File: config.mk
export PLATFORM = sky130hd
export DESIGN_NAME = add_br_dummy_eq
export DESIGN_NICKNAME = d
export VERILOG_FILES = /design/src/rtl/add_br_dummy_eq_pkg.sv /design/src/rtl/add_br_dummy_eq_eq.sv /design/src/rtl/add_br_dummy_eq.sv
export SDC_FILE = /design/constraint.sdc
export NUM_CORES = 1
export LEC_CHECK = 0
export BUFFER_PORTS_ARGS = -buffer_cell sky130_fd_sc_hd__buf_2
export CELL_PAD_IN_SITES_DETAIL_PLACEMENT = 1
export CELL_PAD_IN_SITES_GLOBAL_PLACEMENT = 1
export CORE_UTILIZATION = 34
export CTS_CLUSTER_DIAMETER = 30
export DETAILED_ROUTE_END_ITERATION = 12
export GPL_ROUTABILITY_DRIVEN = 0
export HOLD_SLACK_MARGIN = 0.03
export PLACE_DENSITY_LB_ADDON = 0.1
export SLEW_MARGIN = 40
export SYNTH_ARGS = -nofsm -noshare
export SYNTH_HDL_FRONTEND = slang
export SYNTH_SLANG_ARGS = --single-unit
File: constraint.sdc
create_clock -name clk -period 4.93 [get_ports clk]
set_input_delay 0.2465 -clock clk [delete_from_list [all_inputs] [get_ports clk]]
set_output_delay 0.2465 -clock clk [all_outputs]
set_load 0.01 [all_outputs]
File: src/rtl/add_br_dummy_eq_pkg.sv
// add_br_dummy_eq_pkg
//   Shared constants and types for the add/compare/branch slice.
//   DEFAULT_WIDTH   : default data operand width (bits)
//   DEFAULT_STATE_W : default branch-target (FSM state) width (bits)
//   data_word_t     : data word of DEFAULT_WIDTH bits
package add_br_dummy_eq_pkg;

    localparam int unsigned DEFAULT_WIDTH   = 32;
    localparam int unsigned DEFAULT_STATE_W = 32;

    typedef logic [DEFAULT_WIDTH-1:0] data_word_t;

endpackage

File: src/rtl/add_br_dummy_eq_eq.sv
// eq
//   Parameterized unsigned bitwise equality comparator.
//   Ports:
//     in0 [WIDTH-1:0] : operand A
//     in1 [WIDTH-1:0] : operand B
//     out             : 1 iff every bit of in0 equals in1
module eq
    import add_br_dummy_eq_pkg::*;
#(
    parameter int unsigned WIDTH = DEFAULT_WIDTH
) (
    input  logic [WIDTH-1:0] in0,
    input  logic [WIDTH-1:0] in1,
    output logic             out
);

    always_comb begin
        out = (in0 == in1);
    end

endmodule

File: src/rtl/add_br_dummy_eq.sv
// add_br_dummy_eq
//   Adder feeding an equality compare, with a capture register and a
//   branch-target mux driven from the registered compare result.
//   Optional feature macro: ADD_BR_DUMMY_EQ_CARRY_EN adds the carry_out port.
//   Ports:
//     clk             : clock, rising edge
//     rst             : asynchronous active-high reset
//     in0, in1        : adder operands (WIDTH)
//     cmp_in1         : comparison operand for the sum (WIDTH)
//     en              : capture strobe for add_reg / eq_reg
//     br_true_target  : next state when eq_reg is 1 (STATE_W)
//     br_false_target : next state when eq_reg is 0 (STATE_W)
//     add_out         : combinational sum, wraps modulo 2^WIDTH
//     eq_out          : combinational (add_out == cmp_in1)
//     add_reg         : registered sum
//     eq_reg          : registered compare
//     carry_out       : (macro only) bit WIDTH of the unsigned sum
//     br_next         : selected branch target
module add_br_dummy_eq
    import add_br_dummy_eq_pkg::*;
#(
    parameter int unsigned WIDTH   = DEFAULT_WIDTH,
    parameter int unsigned STATE_W = DEFAULT_STATE_W
) (
    input  logic               clk,
    input  logic               rst,
    input  logic [WIDTH-1:0]   in0,
    input  logic [WIDTH-1:0]   in1,
    input  logic [WIDTH-1:0]   cmp_in1,
    input  logic               en,
    input  logic [STATE_W-1:0] br_true_target,
    input  logic [STATE_W-1:0] br_false_target,
    output logic [WIDTH-1:0]   add_out,
    output logic               eq_out,
    output logic [WIDTH-1:0]   add_reg,
    output logic               eq_reg,
`ifdef ADD_BR_DUMMY_EQ_CARRY_EN
    output logic               carry_out,
`endif
    output logic [STATE_W-1:0] br_next
);

`ifdef ADD_BR_DUMMY_EQ_CARRY_EN
    // Widen by one bit so the carry falls out of the same adder.
    logic [WIDTH:0] sum_ext;

    always_comb begin
        sum_ext   = {1'b0, in0} + {1'b0, in1};
        add_out   = sum_ext[WIDTH-1:0];
        carry_out = sum_ext[WIDTH];
    end
`else
    always_comb begin
        add_out = in0 + in1;
    end
`endif

    eq #(
        .WIDTH (WIDTH)
    ) u_eq (
        .in0 (add_out),
        .in1 (cmp_in1),
        .out (eq_out)
    );

    always_ff @(posedge clk or posedge rst) begin
        if (rst) begin
            add_reg <= '0;
            eq_reg  <= 1'b0;
        end else if (en) begin
            add_reg <= add_out;
            eq_reg  <= eq_out;
        end
    end

    // Branch selection looks only at the captured compare, never eq_out.
    always_comb begin
        br_next = eq_reg ? br_true_target : br_false_target;
    end

endmodule

; ---- Word level (Yosys, flattened, before mapping)
; Index checks and enable logic that the tools add are counted.
[op_classes]
eq_ne = 1
n_shift = 0
div = 0
n_lt_le_gt_ge = 0
n_addsub = 1
n_mux = 1
multipliers = 0
reduce_logical = 0
bitwise_logic = 0
[op_table]
columns = operator, n
row1 = 32-bit adder, 1
row2 = 32-bit == test, 1
row3 = 32-bit 2-to-1 mux, 1
[word_totals]
regBits = 33
mem_bits_rw = 0
wordCells = 5
rom_bits = 0
input_bits = 163
latchBits = 0
memories = 0

; ---- Depth between registers and ports, before layout
[logic_depth]
word_depth = 2
mapped_depth = 11
mapped_depth_nobuf = 11

; ---- Modules after synthesis
; A second synthesis with hierarchy kept.
[unflattened]
cells_unflattened = 439
hier_area_um2 = 3871.2
[by_module_without_submodules]
columns = module, cells_each, area_each_um2, seq_area_each_um2, instances
row1 = add_br_dummy_eq, 396, 3524.6, 825.8, 1
row2 = eq, 43, 346.6, 0.0, 1

; ---- Least setup slack after synthesis
; No wires, ideal clock.
[synth_timing]
path_type = input to output
start = input in0[0]
end = output eq_out
t_required_ps = 4683
path_stages = 11
slack_ps = 1769
t_arrival_ps = 2915
path_buffers = 0
path_cell_list = ha_1 -> fa_1 -> a21o_1 -> a221o_2 -> a22o_1 -> o2111a_1 -> a211oi_1 -> xor2_1 -> nor2_1 -> nand4_1 -> nor2_1
[synth_via]
elab_chain_len = 2
[synth_lines]
columns = element, line_no
row1 = start: declaration, add_br_dummy_eq.sv:27  ; input logic [WIDTH-1:0] in0,
row2 = 32-bit adder, add_br_dummy_eq.sv:54  ; add_out = in0 + in1;
row3 = named net add_out[30], add_br_dummy_eq.sv:33  ; output logic [WIDTH-1:0] add_out,
row4 = 32-bit == test, add_br_dummy_eq_eq.sv:18  ; out = (in0 == in1);
row5 = end: declaration, add_br_dummy_eq.sv:34  ; output logic eq_out,
; The timed path passes the listed nets, and every way through them passes these cells.

; ---- Worst setup path in the final report
[layout_timing]
start = input in0[0]
end = output eq_out
[layout_via]
elab_chain_len = 2
[layout_lines]
columns = element, line_no
row1 = 32-bit adder, add_br_dummy_eq.sv:54
row2 = 32-bit == test, add_br_dummy_eq_eq.sv:18
; No other way between the ends.

==> impl_metrics.env <==
export IMPL_clkSinkCount=33
export IMPL_first_pass_iters=4
export IMPL_synthArstFlopShare=1.00
export IMPL_drive_gt1_frac=0.485
export IMPL_coreArea_mm2=0.0122
export IMPL_grt_first_pass_wirelength_mm=27.3
export IMPL_power_density_mw_per_mm2=269
export IMPL_synthFlopType="dfrtp_1"
export IMPL_ys_warn_count=0
export IMPL_r2r_cells=2
export IMPL_synthAdderAreaFrac=0.0949
export IMPL_netlist_instances=480
export IMPL_pre_cts_ws_ns=1.12
export IMPL_dp_cells=883
export IMPL_synth_top_family_by_area="compound AO/OA/AOI/OAI gates"
export IMPL_synthMuxAreaShare=0.165
export IMPL_cts_resized_gates=0
export IMPL_die_height_um=114
export IMPL_slew_headroom=0.438
export IMPL_clk_latency_ns=0.28
export IMPL_drt_iter0_markers=163
export IMPL_fmax_ghz=0.261
export IMPL_post_drt_wl_per_cell_um=20.5
export IMPL_finalNetCount=917
export IMPL_postCtsSetupRepairBufs=0
export IMPL_cts_max_level=2
export IMPL_synth_area_mm2=0.00430
export IMPL_start_kind="input port"
export IMPL_tightest_slew_ns=0.844
export IMPL_power_leakage_nw=2.78
export IMPL_grt_ovfl_total=0
export IMPL_synth_top_area_frac=0.192
export IMPL_drc=0
export IMPL_final_cells=891
export IMPL_hold_ws_ns=0.0559
export IMPL_largest_reg_flops=32
export IMPL_hold_viol=0
export IMPL_clk_pin_slew_ns=0.06
export IMPL_port_buffers=260
export IMPL_synthXorXnorAreaFrac=0.141
export IMPL_dp_hpwl_mm=15.8
export IMPL_grt_start_max_net_pins=36
export IMPL_cts_root_buf="clkbuf_16"
export IMPL_r2r_start="eq_reg"
export IMPL_ios=261
export IMPL_synth_common_cells="62 x mux2_2, 37 x nand2_1, 36 x a21oi_1"
export IMPL_status="finished clean"
export IMPL_start_util=0.353
export IMPL_cap_violations=0
export IMPL_peakVddDrop_mv=0.171
export IMPL_critical_path_required_ns=4.68
export IMPL_critical_path_class="input port to primary output"
export IMPL_die_area_mm2=0.0131
export IMPL_die_x_um=114
export IMPL_num_vias=4794
export IMPL_worstSetupStartpoint="in0[0]"
export IMPL_areaGrowthSynthToFinish_pct=36.3
export IMPL_grtUsageTotal=0.272
export IMPL_slew_violations=0
export IMPL_rsz0062_at_grt="false"
export IMPL_synth_top_cell_by_area="dfrtp_1"
export IMPL_diodes=0
export IMPL_grt_antenna_before_repair=0
export IMPL_cts_tree="built"
export IMPL_cts_buffers=5
export IMPL_synth_edff_count=0
export IMPL_synth_compound_area_frac=0.230
export IMPL_placementRows=40
export IMPL_final_setup_worst_slack_ns=1.10
export IMPL_reg2reg_to="eq_reg"
export IMPL_setup_tns_ns=0
export IMPL_synth_nets=675
export IMPL_skew_ns=0
export IMPL_critPathCaptureType="primary output"
export IMPL_worstPathArrival_ns=3.58
export IMPL_synth_area_leaders="dfrtp_1 19%, mux2_2 16%, ha_1 9.0%"
export IMPL_ctsHoldBuffers=0
export IMPL_ant_nets=0
export IMPL_via_per_inst=5.38
export IMPL_clk_path_buf_depth=2
export IMPL_synth_cell_types=68
export IMPL_report_final_setup_viol=0
export IMPL_totalWireLength_mm=18.2
export IMPL_ys_seq_area_frac=0.192
export IMPL_r2r_setup_slack_ns=4.02
export IMPL_post_synth_and_or_nand_nor_area_fraction=0.136
export IMPL_grt_pass1_vias=4984
export IMPL_crit_fanout=4
export IMPL_period_share=0.777
export IMPL_yosys_cell_count_top_type="mux2_2"
export IMPL_min_period_ns=3.83
export IMPL_holdCritPathClass="input port to async pin"
export IMPL_synth_seq_cells=33
export IMPL_synth_area_per_cell_um2=8.96
-- layout by cell type, fill, tap and decap left out, drive strengths merged, types with 17 or more instances in the layout --
cell,synthesis,layout
nand4,17,17
mux2,62,62
o21ai,26,26
ha,31,31
nor2,24,24
xor2,18,18
nand2,37,37
a21oi,41,41
buf,11,262
dfrtp,33,33
xnor2,33,33
-- final cells by class --
class,instances,area (um2)
flip-flops and latches,33,826
repair buffers,262,1320
inverters,14,52.6
fillers,1521,6300
multi-input cells,406,3290
clock inverters,1,5.00
well taps,168,210
clock buffers,7,153
-- worst max-delay path, stage by stage --
cell,delay (ns)
buf_2,0.10
ha_1,0.23
fa_1,0.44
a21o_1,0.22
a221o_2,0.43
a221oi_2,0.34
o221ai_1,0.18
xor2_1,0.47
xor2_1,0.13
nor4_1,0.31
nand4b_1,0.19
nor2_1,0.13
buf_2,0.15
-- power breakdown --
part           leakage [nW]  switching (mW)  internal (mW)
clock                0.0799           0.120          0.214
combinational          2.32           0.492          0.378
sequential            0.388          0.0338          0.339
-- cells by family (layout without fill, tap and decap cells) --
family | count (synthesis) | count (layout)
buf+inv | 41 | 284
simple gates | 117 | 117
xor+xnor | 58 | 58
flops | 33 | 33
fa+ha+maj | 32 | 32
mux | 63 | 63
compound gates | 136 | 136
-- stage by stage --
step	total power, mW	utilization	area (um2)
3_5_place_dp	1.25	0.469	5700
3_3_place_gp	1.23	0.469	5700
6_report	1.58	0.482	5860
5_1_grt	1.67	0.482	5860
4_1_cts	1.59	0.482	5860
2_1_floorplan	0.891	-	4300
-- per-layer routing --
metal  track usage  vias to the layer above  share of wire
met4        0.0952                        0          0.029
met5             0                        -              0
met3        0.0471                       31          0.070
li1              -                     2294              -
met1         0.303                     2276           0.38
met2         0.518                      193           0.52
-- worst max-delay path by stage --
stage                        end  depth (start not counted)
after floorplan           eq_out                         11
after global placement    eq_out                         13
after detailed placement  eq_out                         13
after CTS                 eq_out                         13
after global routing      eq_out                         13
final                     eq_out                         13
(Power assumes the default switching activity.)
